==> src/rtl/add_seq_ctrl_pkg.sv <==
// Shared types and helpers for the nibble-serial add/subtract sequencer.
// Holds the nibble width, the FSM state type and the signed-overflow rule.
package add_seq_ctrl_pkg;

  localparam int NIB_W = 4;

  typedef enum logic [1:0] {IDLE, RUN, DONE} add_seq_state_t;

  // Overflow when both operands share a sign and the result's sign differs.
  function automatic logic signed_ovf(input logic a_msb, input logic b_msb, input logic r_msb);
    return (a_msb == b_msb) && (r_msb != a_msb);
  endfunction

endpackage

==> src/rtl/add_seq_ctrl.sv <==
// Sequencer that runs a DATA_W-bit add/subtract through one external 4-bit adder,
// one nibble per cycle LSB first, and returns the assembled result over valid/ready.
module add_seq_ctrl
  import add_seq_ctrl_pkg::*;
#(
  parameter int DATA_W = 16
) (
  input  logic              clock,
  input  logic              reset,
  input  logic              req_valid,
  output logic              req_ready,
  input  logic [DATA_W-1:0] req_a,
  input  logic [DATA_W-1:0] req_b,
  input  logic              req_sub,
  input  logic              req_cin,
  output logic              rsp_valid,
  input  logic              rsp_ready,
  output logic [DATA_W-1:0] rsp_sum,
  output logic              rsp_cout,
  output logic              rsp_ovf,
  output logic [3:0]        add_a,
  output logic [3:0]        add_b,
  output logic              add_cin,
  input  logic [3:0]        add_sum,
  input  logic              add_cout,
  output logic              busy
);

  localparam int NIB   = DATA_W / NIB_W;
  localparam int IDX_W = (NIB > 1) ? $clog2(NIB) : 1;
  localparam logic [IDX_W-1:0] LAST_IDX = IDX_W'(NIB - 1);
  localparam int MSB   = DATA_W - 1;

  generate
    if ((DATA_W % NIB_W) != 0 || DATA_W < NIB_W) begin : g_bad_width
      $error("add_seq_ctrl: DATA_W must be a positive multiple of 4");
    end
  endgenerate

  add_seq_state_t    state, next_state;
  logic [IDX_W-1:0]  idx;
  logic              carry;
  logic [DATA_W-1:0] opa, opb, res;

  // Subtraction is folded into the capture: B is stored inverted and carry starts at 1.
  always_ff @(posedge clock or negedge reset) begin
    if (!reset) begin
      state <= IDLE;
      idx   <= '0;
      carry <= 1'b0;
      opa   <= '0;
      opb   <= '0;
      res   <= '0;
    end else begin
      state <= next_state;
      case (state)
        IDLE: begin
          if (req_valid) begin
            opa   <= req_a;
            opb   <= req_sub ? ~req_b : req_b;
            carry <= req_sub ? 1'b1 : req_cin;
            idx   <= '0;
          end
        end
        RUN: begin
          res[idx*NIB_W +: NIB_W] <= add_sum;
          carry <= add_cout;
          if (idx != LAST_IDX) idx <= idx + 1'b1;
        end
        default: ;
      endcase
    end
  end

  always_comb begin
    next_state = state;
    req_ready  = 1'b0;
    rsp_valid  = 1'b0;
    rsp_sum    = '0;
    rsp_cout   = 1'b0;
    rsp_ovf    = 1'b0;
    add_a      = '0;
    add_b      = '0;
    add_cin    = 1'b0;
    busy       = 1'b0;
    case (state)
      IDLE: begin
        req_ready = reset;
        if (req_valid) next_state = RUN;
      end
      RUN: begin
        busy    = 1'b1;
        add_a   = opa[idx*NIB_W +: NIB_W];
        add_b   = opb[idx*NIB_W +: NIB_W];
        add_cin = carry;
        if (idx == LAST_IDX) next_state = DONE;
      end
      DONE: begin
        busy      = 1'b1;
        rsp_valid = 1'b1;
        rsp_sum   = res;
        rsp_cout  = carry;
        rsp_ovf   = signed_ovf(opa[MSB], opb[MSB], res[MSB]);
        if (rsp_ready) next_state = IDLE;
      end
      default: next_state = IDLE;
    endcase
  end

endmodule

==> config.mk <==
export PLATFORM = sky130hd
export DESIGN_NAME = add_seq_ctrl
export DESIGN_NICKNAME = d
export VERILOG_FILES = /design/src/rtl/add_seq_ctrl_pkg.sv /design/src/rtl/add_seq_ctrl.sv
export SDC_FILE = /design/constraint.sdc
export NUM_CORES = 1
export LEC_CHECK = 0
export CAP_MARGIN = 20
export CORE_MARGIN = 8
export CORE_UTILIZATION = 52
export DETAILED_ROUTE_END_ITERATION = 6
export PLACE_DENSITY = 0.89
export SYNTH_ARGS = -nofsm -noshare
export SYNTH_HDL_FRONTEND = slang
export SYNTH_SLANG_ARGS = --single-unit
==> constraint.sdc <==
create_clock -name clock -period 4.1 [get_ports clock]
set_clock_uncertainty 0.15 [all_clocks]
set_input_delay 0.82 -clock clock [delete_from_list [all_inputs] [get_ports clock]]
set_output_delay 0.82 -clock clock [all_outputs]
set_load 0.02 [all_outputs]
==> results.cfg <==
[worst_setup_path]
critPathMaxStageDelay_ps = 850
crit_type = register to output port
crit_family = flip-flops
r2r_cells = 5
crit_required_ps = 3130
cp-end-kind = output port
cp.buffers_inverters = 1
critPathArrivalTime_ps = 2520
path_cells = mux4_1, and2_1, clkdlybuf4s50_1
rr_startpoint = idx[0]
start_kind = register
cpMaxStageDelayCell = dfrtp_1
path_max_fanout = 17
r2r_end = res[12]
crit_start = idx[0]
ff2ff_setup_slack_ps = 1650

[yosys]
avgSynthCellArea_um2 = 11.4
yosysMostFrequentCell = dfrtp_1
ys_types = 31
synth_top_area_share_pct = 48.5
synthTopCellsByArea = dfrtp_1 49%, mux2_2 7.4%, and2_1 6.2%
seq_area_frac_synth_pct = 48.5
ys.flop_type = dfrtp_1
synth_common_cells = 53 x dfrtp_1, 32 x nand2_1, 27 x and2_1
synth_largest_area_cell = dfrtp_1
ys_ff_latch = 53
syn_inst = 240
synthesis.area_um2 = 2730
ys_warn_count = 0
async_reset_ff_share_pct = 100
synth_nets = 293
synth_edf_count = 0

[power]
p_sw_share_pct = 35.1
p_comb_share_pct = 43.9
p_switching_w = 0.000773
ir_worst_vdd_uv = 341
p_leak_nw = 1.52
power_density_nw_per_um2 = 611
pwr-share-clk_pct = 16.3
power_frac_seq_pct = 39.8
cellInternalPower_w = 0.00143

[placed_design]
hpwl_um = 4420
port_buffers = 72
gp_congestion = 0.765
dp_slack_ps = 904

[clock_tree]
htree_levels = 2
post_cts_buffers = 0
hold_buffers = 0
clock_insertion_delay_worst_skew_ps = 300
cts_buffers = 5
cts_resized = 0
cts_root_buf = clkbuf_8
ctsLongestPathBuffers = 2
clock-sinks = 53
clk_pin_slew_ps = 90
cts_tree = built

[global_route]
grt_max_degree = 52
overflow = 0
grt_first_pass_wirelength_um = 9570
track_usage_pct = 15.8
antenna_found_initial = 0
grt_pass1_vias = 2053

[sta]
relSlewSlack_pct = 49.2
period_share_pct = 85.2
worst_slack_ps = 605
rsz0062_at_grt = false
hold_viol = 0
worst_pin_slew_ps = 763
period_needed_ps = 3490
slew_viol_final = 0
finalSetupViolations = 0
setup_tns_ps = 0
max_freq_ghz = 0.286

[floorplanning]
start_util_pct = 53.8
fp-row-count = 26
fp.dieH_um = 88.5
ios = 73
dieArea_um2 = 7830
core_um2 = 5070
die_x_um = 88.5

[job]
max_cap_viol_count = 0

[cells_and_area]
register_area_um2 = 1330
nets = 362
areaGrowthSynthToFinish_pct = 32.0
drive_gt1_share_pct = 12.6
multi_input_area_um2 = 1320
fillers = 399
diodes = 0

[outcome]
status = completed

[hold_path]
min_path_type = input pin to asynchronous set/reset pin

[detailed_routing]
antenna_left = 0
vias_per_cell = 5.09
drc = 0
drt_iter0_markers = 54
finalWirelength_um = 5870
num_vias = 1936
routedWlPerCell_um = 15.5
first_pass_iters = 4
## through the flow
stage | hold WS, ps | instance area, µm² | cells | utilization, % | power [W]
after global placement | 306 | 3490 | 372 | 68.8 | 0.00182
after CTS | 157 | 3610 | 380 | 71.1 | 0.00223
after detailed placement | 317 | 3490 | 372 | 68.8 | 0.00187
after floorplan | 292 | 2730 | 240 | - | 0.00154
final | 161 | 3610 | 380 | 71.1 | 0.00220
after global routing | 150 | 3610 | 380 | 71.1 | 0.00237
## state kept, by name, indices dropped and copies added, names as in the netlist
| register | count |
|---|---|
| res | 16 |
| carry | 1 |
| idx | 2 |
| opb | 16 |
| opa | 16 |
| state | 2 |
## how the worst max path moves through the flow
stage | end | slack [ps] | cells past startpoint
after global routing | add_a[3] | 460 | 3
after detailed placement | add_a[3] | 900 | 3
after CTS | add_a[3] | 570 | 3
final | add_a[3] | 610 | 3
after floorplan | rsp_ovf | 1700 | 3
after global placement | add_a[3] | 970 | 3
## placed cells by master (no fill, tap or decap), types with 2 or more instances in the layout
| cell type | synthesis | routed |
|---|---|---|
| nor2_1 | 3 | 3 |
| xnor2_1 | 16 | 16 |
| dfrtp_1 | 53 | 53 |
| a22o_1 | 14 | 14 |
| mux4_1 | 2 | 2 |
| clkbuf_8 | 0 | 5 |
| or3_1 | 2 | 2 |
| ha_1 | 10 | 10 |
| nand3_1 | 2 | 2 |
| nor2b_1 | 2 | 2 |
| mux4_2 | 6 | 6 |
| mux2_2 | 18 | 18 |
| buf_4 | 1 | 3 |
| clkdlybuf4s50_1 | 0 | 71 |
| nand2b_1 | 2 | 2 |
| nand2_1 | 32 | 32 |
| inv_1 | 6 | 6 |
| o21ai_0 | 21 | 21 |
| and2_1 | 27 | 27 |
## metal layers
layer	track usage, %	part of all wire, %	wire length [µm]
met1	18.9	43	2500
met2	26.4	48	2840
met3	5.76	8.1	473
met4	3.53	1.0	60
met5	0	0	0
## cell families (layout without fill, tap and decap cells)
kind of cell / count (synthesis) / count (layout) / share of synthesized area [%]
flip-flops: 53 / 53 / 48.5
buffers and inverters: 19 / 89 / 3.21
multiplexers: 26 / 26 / 14.3
AO/OA/AOI/OAI: 39 / 39 / 9.43
adder cells (fa/ha/maj): 10 / 10 / 4.58
AND/OR/NAND/NOR: 77 / 77 / 14.8
XOR/XNOR: 16 / 16 / 5.13
## area by class of cell
class	count	share of cell area, %
clock buffers	5	1.91
clock inverters	3	1.21
inverters	6	0.625
multi-input cells	168	36.6
flip-flops and latches	53	36.8
well taps	70	2.43
repair buffers	75	20.5
## power groups by stage
stage	logic, W	clock network, W	registers [W]
2_1_floorplan	0.000730	0	0.000814
3_3_place_gp	0.000943	0	0.000878
3_5_place_dp	0.000979	0	0.000888
4_1_cts	0.000983	0.000365	0.000879
5_1_grt	0.00107	0.000385	0.000909
6_report	0.000967	0.000358	0.000876
Power figures use the tool's default switching activity.
